**config.mk**
```make
export PLATFORM = sky130hd
export DESIGN_NAME = rs_encode
export DESIGN_NICKNAME = d
export VERILOG_FILES = /design/src/rtl/rs_encode.sv
export SDC_FILE = /design/constraint.sdc
export NUM_CORES = 1
export LEC_CHECK = 0
export ABC_CLOCK_PERIOD_IN_PS = 2700
export CAP_MARGIN = 20
export CELL_PAD_IN_SITES_DETAIL_PLACEMENT = 1
export CELL_PAD_IN_SITES_GLOBAL_PLACEMENT = 2
export CORE_MARGIN = 3
export CORE_UTILIZATION = 37
export CTS_BUF_LIST = sky130_fd_sc_hd__clkbuf_4 sky130_fd_sc_hd__clkbuf_8 sky130_fd_sc_hd__clkbuf_16
export CTS_CLUSTER_DIAMETER = 80
export DETAILED_ROUTE_END_ITERATION = 8
export DONT_BUFFER_PORTS = 1
export PLACE_DENSITY_LB_ADDON = 0.1
export SLEW_MARGIN = 25
export SYNTH_ARGS = -nofsm -noshare
export SYNTH_HDL_FRONTEND = slang
export SYNTH_SLANG_ARGS = --single-unit
export TNS_END_PERCENT = 1
```
**constraint.sdc**
```tcl
create_clock -name clk -period 2.7 [get_ports clk]
set_input_delay 0.54 -clock clk [delete_from_list [all_inputs] [get_ports clk]]
set_output_delay 0.54 -clock clk [all_outputs]
set_load 0.03 [all_outputs]
```
**src/rtl/rs_encode.sv**
```systemverilog
// Systematic RS(255,239) encoder over GF(2^8), shortened-code capable.
// Message bytes pass straight through with one cycle of latency, followed by 16 parity bytes.
module rs_encode #(
  parameter int         NPAR      = 16,
  parameter logic [8:0] PRIM_POLY = 9'h11D,
  parameter int         KMAX      = 239
) (
  input  logic       clk,
  input  logic       clrn,
  input  logic       enable,
  input  logic [7:0] x,
  input  logic [7:0] k,
  output logic       in_ready,
  output logic [7:0] y,
  output logic       y_valid,
  output logic       y_par,
  output logic       done
);

  // Multiply two GF(2^8) elements by shift-and-add. When one operand is a
  // constant, this reduces to a fixed XOR network.
  function automatic logic [7:0] gmul(input logic [7:0] a, input logic [7:0] b);
    logic [7:0] r, s;
    r = '0;
    s = a;
    for (int i = 0; i < 8; i++) begin
      if (b[i]) r = r ^ s;
      s = s[7] ? ({s[6:0], 1'b0} ^ PRIM_POLY[7:0]) : {s[6:0], 1'b0};
    end
    return r;
  endfunction

  // g(x) = prod (x + alpha^i) for i = 0..NPAR-1. The leading coefficient is
  // the implicit 1, so only g0..g(NPAR-1) are returned.
  function automatic logic [NPAR-1:0][7:0] gen_poly();
    logic [NPAR:0][7:0] c;
    logic [7:0]         a;
    c    = '0;
    c[0] = 8'h01;
    a    = 8'h01;
    for (int i = 0; i < NPAR; i++) begin
      for (int j = NPAR; j > 0; j--) c[j] = c[j-1] ^ gmul(c[j], a);
      c[0] = gmul(c[0], a);
      a    = gmul(a, 8'h02);
    end
    return c[NPAR-1:0];
  endfunction

  localparam logic [NPAR-1:0][7:0] G      = gen_poly();
  localparam logic [7:0]           KMAX_B = KMAX[7:0];
  localparam logic [7:0]           NPAR_B = NPAR[7:0];

  typedef enum logic [1:0] {IDLE, MSG, PAR} state_t;

  state_t                 state, state_n;
  logic [NPAR-1:0][7:0]   p, p_abs, p_sh;
  logic [7:0]             cnt, klat, klat_in, fb;
  logic                   accept;

  assign accept  = enable & in_ready;
  assign klat_in = (k == 8'd0 || k > KMAX_B) ? KMAX_B : k;
  assign fb      = x ^ p[NPAR-1];
  assign p_sh    = {p[NPAR-2:0], 8'h00};

  for (genvar i = 0; i < NPAR; i++) begin : g_tap
    if (i == 0) begin : g_low
      assign p_abs[i] = gmul(fb, G[i]);
    end else begin : g_hi
      assign p_abs[i] = p[i-1] ^ gmul(fb, G[i]);
    end
  end

  always_ff @(posedge clk or negedge clrn) begin
    if (!clrn) state <= IDLE;
    else       state <= state_n;
  end

  always_comb begin
    state_n = state;
    case (state)
      IDLE:    if (accept) state_n = (klat_in == 8'd1) ? PAR : MSG;
      MSG:     if (accept && cnt == klat - 8'd1) state_n = PAR;
      PAR:     if (cnt == NPAR_B - 8'd1) state_n = IDLE;
      default: state_n = IDLE;
    endcase
  end

  always_comb begin
    in_ready = (state != PAR);
  end

  // Datapath: cnt counts absorbed bytes in IDLE/MSG and shifted parity bytes in PAR.
  always_ff @(posedge clk or negedge clrn) begin
    if (!clrn) begin
      p       <= '0;
      cnt     <= '0;
      klat    <= '0;
      y       <= '0;
      y_valid <= 1'b0;
      y_par   <= 1'b0;
      done    <= 1'b0;
    end else begin
      y_valid <= 1'b0;
      y_par   <= 1'b0;
      done    <= 1'b0;
      case (state)
        IDLE, MSG: begin
          if (accept) begin
            p       <= p_abs;
            y       <= x;
            y_valid <= 1'b1;
            if (state == IDLE) klat <= klat_in;
            cnt     <= (state_n == PAR) ? 8'd0 : cnt + 8'd1;
          end
        end
        PAR: begin
          y       <= p[NPAR-1];
          y_valid <= 1'b1;
          y_par   <= 1'b1;
          if (state_n == IDLE) begin
            done <= 1'b1;
            cnt  <= '0;
            p    <= '0;
          end else begin
            p    <= p_sh;
            cnt  <= cnt + 8'd1;
          end
        end
        default: ;
      endcase
    end
  end

endmodule

```
==> impl_metrics.toml <==
[run_status]
status = "finished with violations"
violations = "negative hold slack"

[synthesis]
async_flop_share_pct = 100
ys_seq_elements = 157
synth_warnings = 0
syn-num-nets = 1044
synth.avg_cell_area_um2 = 9.04
netlist_instances = 1023
synth-main-ff-cell = "dfrtp_1"
syn_area_um2 = 9250
synth_edf_count = 0
synth_cell_types = 53
ys_seq_area_share_pct = 42.5

[final_layout]
layout-drive-gt1-share_pct = 14.0
nFillCells = 2833
area_growth_pct = 15.5
final_common_cell = "nand2_1"
layout_common_cells = "nand2_1 (161), dfrtp_1 (157), xnor2_1 (141), nor2_1 (108), o21ai_0 (85)"
antennaDiodeCount = 0
nNetsFinal = 1068
final_util_pct = 43.6

[clocking]
cts_sinks = 157
postCtsSetupBuffers = 0
cts_tree = "built"
clock_path_buffers = 2
cts_root_buf = "clkbuf_16"
numCtsBuffers = 17
insertion_delay_ns = 0.44
path_clk_slew_ns = 0.07
cts-htree-levels = 4

[worst_setup_path]
worstPathArrival_ns = 2.85
startpoint_type = "flop"
reg2reg_to = "cnt[0]$_DFFE_PN0P_"
r2r_start = "klat[1]$_DFFE_PN0P_"
worstPathRequired_ns = 3.02
cp-end-kind = "flop"
rrSetupSlack_ns = 0.17
worstSetupPathType = "flop to flop"
reg2regPathDepth = 7
crit_path_max_fanout = 2

[placement]
dpl.hpwl_mm = 20.2
io_buffers = 0
place_ws_ns = -0.0419
gp_congestion = 0.820

[global_routing]
antenna_found_initial = 1
grt_max_degree = 158
grt_pass1_vias = 7647
grt_use_total_pct = 22.7
grt_overflow = 0
grt_pass1_wl_mm = 46.4

[timing]
slew_headroom_pct = 45.1
finalCritPeriodShare_pct = 93.7
period_minus_slack_ns = 2.53
holdWs_ns = -0.205
grt_setup_unrepaired = "false"
tightest_slew_ns = 0.819
worst_slack_ns = 0.170
hold_viol = 157
fin_skew_ns = 0.0135
slew_viol_final = 0
fin_setup_tns_ns = 0
setup_viol = 0
max_clock_freq_mhz = 395

[die]
dieArea_um2 = 26900
io-pin-count = 31
coreArea_um2 = 24500
start_util_pct = 37.8
core.rowCount = 57
die_h_um = 164
die-width_um = 164

[route]
vias = 7296
drt-total-wl_mm = 29.1
routedWlPerCell_um = 21.0
drt_iter0_markers = 502
ant_nets = 0
vias_per_cell = 5.27
drc = 0
drt-pass1-iter-count = 5

[flow_run]
cap_violations = 0

[worst_hold_path]
worstHoldPathType = "input pin to async pin"
critical path, cell delays in order (launching register included):
cell and delay [ns]:
dfrtp_1 0.38, or4_4 0.53, or4b_2 0.63, nand3_1 0.10, a31oi_1 0.10, nor3_1 0.25, nand2_1 0.11, a221o_1 0.32
per-layer routing:
metal  wire [µm]  part of all wire, %  vias up  GRT usage (%)
met5           0                    0        -              0
met4         289                 0.99        0           4.27
met3         642                  2.2       17           3.71
met2       14000                   48       60           37.2
met1       14200                   49     3690           32.1
li1            -                    -     3529              -
flip-flops by register name, summed over array words and instances, names as in the netlist:
register / count
cnt: 8
klat: 8
done: 1
state: 2
p: 128
y: 8
y_valid: 1
y_par: 1
worst max-delay path by stage:
| stage | start | end | slack [ns] | cells past startpoint |
|---|---|---|---|---|
| 3_5_place_dp | klat[1]$_DFFE_PN0P_ | cnt[7]$_DFFE_PN0P_ | -0.04 | 7 |
| 6_report | klat[1]$_DFFE_PN0P_ | cnt[0]$_DFFE_PN0P_ | 0.17 | 7 |
| 2_1_floorplan | klat[0]$_DFFE_PN0P_ | cnt[1]$_DFFE_PN0P_ | 0.07 | 7 |
| 4_1_cts | klat[1]$_DFFE_PN0P_ | cnt[1]$_DFFE_PN0P_ | 0.02 | 7 |
| 3_3_place_gp | klat[1]$_DFFE_PN0P_ | cnt[4]$_DFFE_PN0P_ | -0.02 | 7 |
| 5_1_grt | p[124]$_DFFE_PN0P_ | p[74]$_DFFE_PN0P_ | 0.008 | 9 |
cells by family after synthesis:
logic type               count (synthesis)  synth area share, %
XOR/XNOR                               192                 21.3
buffers and inverters                   72                 2.98
AND/OR/NAND/NOR                        358                 16.5
flip-flops                             157                 42.5
adder cells (fa/ha/maj)                  2                0.271
AO/OA/AOI/OAI                          229                 15.0
multiplexers                            13                 1.53
cells in the mapped netlist (all sizes together), types with 3 or more instances:
cell	n	share of area (%)
nand3	17	0.92
mux2i	4	0.43
clkbuf	54	2.2
xor2	28	2.9
o31ai	17	1.4
a21oi	42	2.3
inv	8	0.32
nand2	162	6.6
nand2b	3	0.20
mux2	9	1.1
or2	7	0.47
o21ai	86	4.7
o211ai	20	1.6
nor3	26	1.4
o31a	4	0.38
or4	4	0.32
buf	9	0.42
o21bai	3	0.24
dfrtp	157	42
xnor2	160	17
xnor3	3	0.73
or3	18	1.2
o22a	7	0.66
nor2	109	4.4
a31oi	33	2.2
layout make-up:
class                      count  area, µm²  area share (%)
clock inverter                14        183            1.71
tap                          324        405            3.80
timing repair buffer          68        586            5.48
multi-input combinational    794       5100            47.8
inverter                       9       35.0           0.328
sequential                   157       3930            36.8
clock buffer                  18        439            4.11
metrics by stage:
step | cell area, µm² | std cells | hold slack [ns]
6_report | 10700 | 1384 | -0.205
5_1_grt | 10700 | 1384 | -0.239
4_1_cts | 10700 | 1384 | -0.222
3_5_place_dp | 10000 | 1352 | 0.251
3_3_place_gp | 10000 | 1352 | 0.250
2_1_floorplan | 9260 | 1023 | 0.244
timing repair:
item / in CTS / in global routing
pin swaps: 0 / 2
hold endpoints to repair: 157 / 157
gates resized for setup: 1 / 3
endpoints found under the setup margin: 7 / 8
Power is not shown: default switching activity piles up to over one toggle a cycle in this logic, so the estimate is an artifact.
